**src/rtl/insn_fetch_ctrl.sv**
```systemverilog
// Instruction fetch sequencer: owns the PC, runs the imem req/ack handshake,
// holds the fetched word for decode, and kills in-flight fetches on redirect.
//
// state | meaning
// BOOT  | first cycle out of reset, no request yet
// FETCH | request outstanding at pc
// DROP  | request at pc still outstanding, its data will be discarded
// HOLD  | insn/insn_pc valid, waiting for decode to accept
// FAULT | misaligned fetch target, idle until redirected
module insn_fetch_ctrl #(
    parameter logic [63:0] RESET_PC = 64'h0000_0000_0000_0000,
    parameter int unsigned PC_STEP  = 4
) (
    input  logic        clk,
    input  logic        rst_n,
    output logic        imem_req,
    output logic [63:0] imem_addr,
    input  logic        imem_ack,
    input  logic [31:0] imem_rdata,
    output logic [31:0] insn,
    output logic [63:0] insn_pc,
    output logic        insn_valid,
    input  logic        dec_ready,
    input  logic        redirect,
    input  logic [63:0] redirect_pc,
    output logic        fetch_fault
);

    typedef enum logic [2:0] {
        BOOT  = 3'd0,
        FETCH = 3'd1,
        DROP  = 3'd2,
        HOLD  = 3'd3,
        FAULT = 3'd4
    } state_t;

    state_t      state, state_nxt;
    logic [63:0] pc, pc_nxt;
    logic [63:0] pend_pc, pend_pc_nxt;
    logic [63:0] drop_target;
    logic        load_insn;

    function automatic state_t target_state(input logic [63:0] target);
        return (target[1:0] == 2'b00) ? FETCH : FAULT;
    endfunction

    // pc is not updated while a killed fetch is in flight, so it is also the
    // outstanding address in DROP.
    assign imem_addr   = pc;
    assign drop_target = redirect ? redirect_pc : pend_pc;

    always_comb begin
        state_nxt   = state;
        pc_nxt      = pc;
        pend_pc_nxt = pend_pc;
        load_insn   = 1'b0;
        case (state)
            BOOT: state_nxt = FETCH;
            FETCH: begin
                if (imem_ack) begin
                    if (redirect) begin
                        pc_nxt    = redirect_pc;
                        state_nxt = target_state(redirect_pc);
                    end else begin
                        load_insn = 1'b1;
                        state_nxt = HOLD;
                    end
                end else if (redirect) begin
                    pend_pc_nxt = redirect_pc;
                    state_nxt   = DROP;
                end
            end
            DROP: begin
                if (redirect) pend_pc_nxt = redirect_pc;
                if (imem_ack) begin
                    pc_nxt    = drop_target;
                    state_nxt = target_state(drop_target);
                end
            end
            HOLD: begin
                if (redirect) begin
                    pc_nxt    = redirect_pc;
                    state_nxt = target_state(redirect_pc);
                end else if (dec_ready) begin
                    pc_nxt    = pc + 64'(PC_STEP);
                    state_nxt = FETCH;
                end
            end
            FAULT: begin
                if (redirect) begin
                    pc_nxt    = redirect_pc;
                    state_nxt = target_state(redirect_pc);
                end
            end
            default: state_nxt = BOOT;
        endcase
    end

    always_ff @(posedge clk or negedge rst_n) begin
        if (!rst_n) begin
            state       <= BOOT;
            pc          <= RESET_PC;
            pend_pc     <= '0;
            insn        <= '0;
            insn_pc     <= '0;
            insn_valid  <= 1'b0;
            imem_req    <= 1'b0;
            fetch_fault <= 1'b0;
        end else begin
            state       <= state_nxt;
            pc          <= pc_nxt;
            pend_pc     <= pend_pc_nxt;
            imem_req    <= (state_nxt == FETCH) || (state_nxt == DROP);
            insn_valid  <= (state_nxt == HOLD);
            fetch_fault <= (state_nxt == FAULT);
            if (load_insn) begin
                insn    <= imem_rdata;
                insn_pc <= pc;
            end
        end
    end

endmodule

```
**config.mk**
```make
export PLATFORM = sky130hd
export DESIGN_NAME = insn_fetch_ctrl
export DESIGN_NICKNAME = d
export VERILOG_FILES = /design/src/rtl/insn_fetch_ctrl.sv
export SDC_FILE = /design/constraint.sdc
export NUM_CORES = 1
export LEC_CHECK = 0
export CAP_MARGIN = 10
export CORE_UTILIZATION = 25
export DETAILED_ROUTE_END_ITERATION = 8
export SYNTH_ARGS = -nofsm -noshare
export SYNTH_HDL_FRONTEND = slang
export SYNTH_SLANG_ARGS = --single-unit
```
**constraint.sdc**
```tcl
create_clock -name clk -period 4.26 [get_ports clk]
set_input_delay 0.852 -clock clk [delete_from_list [all_inputs] [get_ports clk]]
set_output_delay 0.852 -clock clk [all_outputs]
set_load 0.01 [all_outputs]
```
# After elaboration in Yosys (flattened, before gate mapping)
# Cells that the tools add are included.
dict set report op_classes {
  bitwise 0
  n_div 0
  shift 0
  order_cmp 0
  n_mul 0
  reduce_logical 8
  n_mux 22
  addsub 1
  eq_ne 12
}
# op n
set ops {}
lappend ops {{64-bit 2-to-1 mux} 7}
lappend ops {{64-bit one-hot mux with 4 select lines} 1}
lappend ops {{64-bit one-hot mux with 2 select lines} 1}
lappend ops {{64-bit by 3-bit adder with 64-bit output, second input constant} 1}
lappend ops {{3-bit 2-to-1 mux} 9}
lappend ops {{3-bit one-hot mux with 5 select lines} 1}
lappend ops {{3-bit by 2-bit equality test with 1-bit output, second input constant} 4}
lappend ops {{3-bit by 1-bit equality test with 1-bit output, second input constant} 2}
lappend ops {{3-bit equality test, second input constant} 2}
lappend ops {{2-bit inequality test, second input constant} 3}
lappend ops {{2-bit zero test} 2}
lappend ops {{4-bit AND reduction} 1}
lappend ops {{4-bit nonzero test} 1}
lappend ops {{3-bit zero test} 1}
lappend ops {{1-bit 2-to-1 mux} 3}
lappend ops {{3-bit inequality test, second input constant} 1}
lappend ops {{2-bit AND reduction} 1}
lappend ops {{2-bit nonzero test} 1}
lappend ops {{1-bit logical OR} 1}
dict set report word_totals {
  mem_count 0
  latchBits 0
  output_inout_bits 163
  romBits 0
  reg_bits 230
  mem_bits_rw 0
  wordCells 51
}

# Logic depth before layout (Yosys ltp)
dict set report logic_depth {
  ltp_word 7
  ltp_mapped 9
}

# Worst setup path before layout
# Ideal clock, no wire load.
dict set report synth_timing {
  kind {in2reg}
  start {input imem_ack}
  end {register pc[61], in the netlist imem_addr[61]}
  path_buffers 3
  arrival_time_ns 2.316
  stages 8
  setup_slack_ns 1.810
  cell_sequence {clkbuf_1 > nor2_1 > a2bb2oi_1 > o22a_1 > buf_2 > buf_2 > a222oi_1 > o21ai_1}
}
dict set report synth_via {
  elab_chain_len 2
  elab_cells_between_ends 3
}
# element line_no
set synth_rtl {}
lappend synth_rtl {{from (decl)} 18} ;# input logic imem_ack,
lappend synth_rtl {{2-bit inequality test (no line)} --}
lappend synth_rtl {{4-bit AND reduction (no line) *} --}
lappend synth_rtl {{to (signal assigned)} 111} ;# pc <= pc_nxt;
lappend synth_rtl {{to (decl)} 38} ;# logic [63:0] pc, pc_nxt;
# Mark *: on every way between the ends. The rest lies on a longest branch, timed or not.
# A chain may end at the register's enable or synchronous reset.

# Worst setup path after layout
dict set report layout_timing {
  start {register state[0]}
  end {register pend_pc[39]}
}
dict set report layout_via {
  elab_chain_len 3
  elab_cells_between_ends 6
}
# element line_no
set layout_rtl {}
lappend layout_rtl {{from (decl)} 37} ;# state_t state, state_nxt;
lappend layout_rtl {{from (signal assigned)} 110} ;# state <= state_nxt;
lappend layout_rtl {{3-bit by 1-bit equality test with 1-bit output or 3-bit by 2-bit equality test with 1-bit output (tied branches)} 57} ;# case (state)
lappend layout_rtl {{2-bit inequality test (no line) or 2-bit nonzero test (tied branches)} --}
lappend layout_rtl {{2-bit AND reduction (no line)} --}
lappend layout_rtl {{to (signal assigned)} 112} ;# pend_pc <= pend_pc_nxt;
lappend layout_rtl {{to (decl)} 39} ;# logic [63:0] pend_pc, pend_pc_nxt;
# Several ways; a longest one is shown, not always the timed one.

==> impl_metrics.yaml <==
synth:
  synth-edff-count: 0
  syn_nets: 1220
  synth_top_area_share_pct: 49.4
  yosysTopAreaCell: "dfrtp_1"
  syn_area_mm2: 0.0117
  synthDistinctLibCells: 64
  async_flop_share_pct: 100
  synth_flop_cell: "dfrtp_1"
  syn_avg_cell_area_um2: 10.4
  synth_area_leaders: "dfrtp_1 (49%), mux2_2 (12%), nand2_1 (4.5%)"
  yosys_warnings: 0
  synth_seq_cells: 230
  yosysSeqAreaShare_pct: 49.4
  netlist_instances: 1118
critical_path:
  critPathRequiredTime_ns: 4.70
  path_cells: "buf_4 > a21oi_1 > or3_2 > buf_12 > mux2_1"
  crit_fanout: 42
  slowest_delay_ns: 0.85
  crit_arrival_ns: 3.37
  reg2reg_depth: 5
  endpoint_kind: "flop"
  startpoint_type: "flop"
  cp_slowest_cell: "dfrtp_1"
  worst-setup-path-type: "flop to flop"
sta:
  whs_ns: 0.315
  setup_viol: 0
  fmax_ghz: 0.342
  fin_crit_sh_pct: 68.6
  finalMaxSlewViolations: 0
  tightest_slew_ns: 0.929
  hold_viol: 0
  skew_ns: 0.0227
  period_minus_slack_ns: 2.92
  relSlewSlack_pct: 37.9
  rsz0062_at_grt: "false"
  tns_ns: 0
pwr:
  switchingPower_mw: 4.34
  power_leakage_nw: 6.32
  power_density_mw_per_mm2: 743
  ir_drop_mv: 0.394
  clkPwrFrac_pct: 21.0
  intPower_mw: 7.51
  seqPwrFrac_pct: 37.0
  swShare_pct: 36.7
  comb_power_share_pct: 42.0
route:
  avgViaCountPerCell: 5.04
  vias: 9975
  postRouteAntennaNets: 0
  dr.pass1.iters: 6
  drc_errors: 0
  dr.first_iter.drc_count: 602
  wl_per_cell_um: 19.8
  routed_wl_um: 39100
floorplan:
  num_rows: 78
  core_area_mm2: 0.0457
  die_area_mm2: 0.0475
  die_height_um: 218
  die_width_um: 218
  io_pins: 264
  initial_utilization_pct: 25.5
finish:
  stdcell_count: 1980
  final_common_cell: "clkdlybuf4s50_1"
  area_growth_pct: 36.8
  drive_gt1_share_pct: 15.8
  final_cell_mix: "clkdlybuf4s50_1 (261), dfrtp_1 (230), nand2_1 (140)"
  nets: 1457
grt:
  grt_pass1_wl_um: 60400
  grt_pass1_vias: 9945
  antenna_found_initial: 9
  grt_remaining_overflow: 0
  grt_use_total_pct: 16.3
  grt_max_degree: 103
cts:
  ctsHoldBuffers: 0
  cts.clk_slew.worst_paths_ns: 0.06
  clock_latency_ns: 0.57
  cts_max_level: 1
  clockRootBuffer: "clkbuf_16"
  cts_tree: "built"
  clock-sinks: 230
  numCtsBuffers: 29
  post_cts_resized: 0
  post-cts-setup-buffers: 0
  clock_path_buffers: 3
run_status:
  outcome: "finished, final reports clean"
place:
  place_inst: 1924
  dpl.hpwl_um: 27000
  gp_congestion: 0.783
  io_buffers: 263
job:
  maxCapViolations: 0
min_path:
  hold_path.class: "input pin to asynchronous set/reset pin"
## metal layers
| metal | GRT usage (%) | up-vias | share of wire [%] | wire (µm) |
|---|---|---|---|---|
| li1 | - | 4574 | - | - |
| met1 | 21.9 | 4972 | 44 | 17300 |
| met2 | 25.5 | 359 | 45 | 17600 |
| met3 | 4.88 | 62 | 8.6 | 3350 |
| met4 | 4.06 | 8 | 2.2 | 850 |
| met5 | 0 | - | 0.12 | 46 |
## state kept, by name, summed over array words and instances, names as in the netlist
name,count
imem_addr,64
insn_pc,64
pend_pc,64
insn,32
state,3
fetch_fault,1
imem_req,1
insn_valid,1
## Yosys cell counts, types with 22 or more instances
master,instances
a21oi_1,42
a221o_1,22
a22oi_1,24
clkbuf_1,53
dfrtp_1,230
mux2_1,36
mux2_2,120
nand2_1,140
nand3_1,36
nand4_1,24
nor2_1,43
o21ai_0,91
xor2_1,22
## metrics by stage
stage                     total power [mW]  util, %  worst slack (ns)  cell area (µm²)
after CTS                             12.0     34.9              1.33            15900
final                                 11.8     34.9              1.34            15900
after floorplan                       6.78        -              1.81            11700
after global placement                9.31     32.8             0.918            15000
after global routing                  12.7     34.9              1.19            15900
after detailed placement              9.44     32.8             0.866            15000
## layout make-up
| type | count | area, µm² |
|---|---|---|
| fill | 4626 | 29700 |
| sequential | 230 | 5760 |
| clock inverter | 11 | 113 |
| timing repair buffer | 290 | 2870 |
| clock buffer | 41 | 851 |
| multi-input combinational | 793 | 5550 |
| antenna | 4 | 10.0 |
| tap | 600 | 751 |
| inverter | 11 | 41.3 |
## worst paths after layout
check | start | to | slack (ns)
worst max-delay path | state[0] | pend_pc[39] | 1.34
worst min-delay path | rst_n | insn_pc[27] | 0.31
worst max register to register | state[0] | pend_pc[39] | 1.34
worst min register to register | insn_pc[40] | insn_pc[40] | 0.48
max in group asynchronous | rst_n | insn[18] | 2.97
min in group clk | insn_pc[40] | insn_pc[40] | 0.48
## power groups by stage
stage | registers (mW) | clock network [mW] | logic, mW
after global placement | 4.38 | 0 | 4.93
after detailed placement | 4.43 | 0 | 5.01
after floorplan | 4.36 | 0 | 2.42
after CTS | 4.40 | 2.58 | 5.04
final | 4.38 | 2.49 | 4.98
after global routing | 4.57 | 2.66 | 5.43
## worst max-delay path: cells and delay by family (launching register included)
family,cells,cell delay (ns)
flip-flops,1,0.85
multiplexers,1,0.34
AND/OR/NAND/NOR,1,0.75
buffers and inverters,2,0.71
AO/OA/AOI/OAI,1,0.09
## kinds of logic (layout without fill, tap and decap cells)
| group | after synthesis | count (layout) | synth area share, % |
|---|---|---|---|
| compound gates | 276 | 276 | 15.4 |
| xor+xnor | 39 | 39 | 2.93 |
| fa+ha+maj | 1 | 1 | 0.107 |
| buf+inv | 95 | 353 | 3.38 |
| flops | 230 | 230 | 49.4 |
| mux | 158 | 158 | 15.2 |
| other cells | 0 | 4 | 0 |
| simple gates | 319 | 319 | 13.6 |
Power figures use the tool's default switching activity.
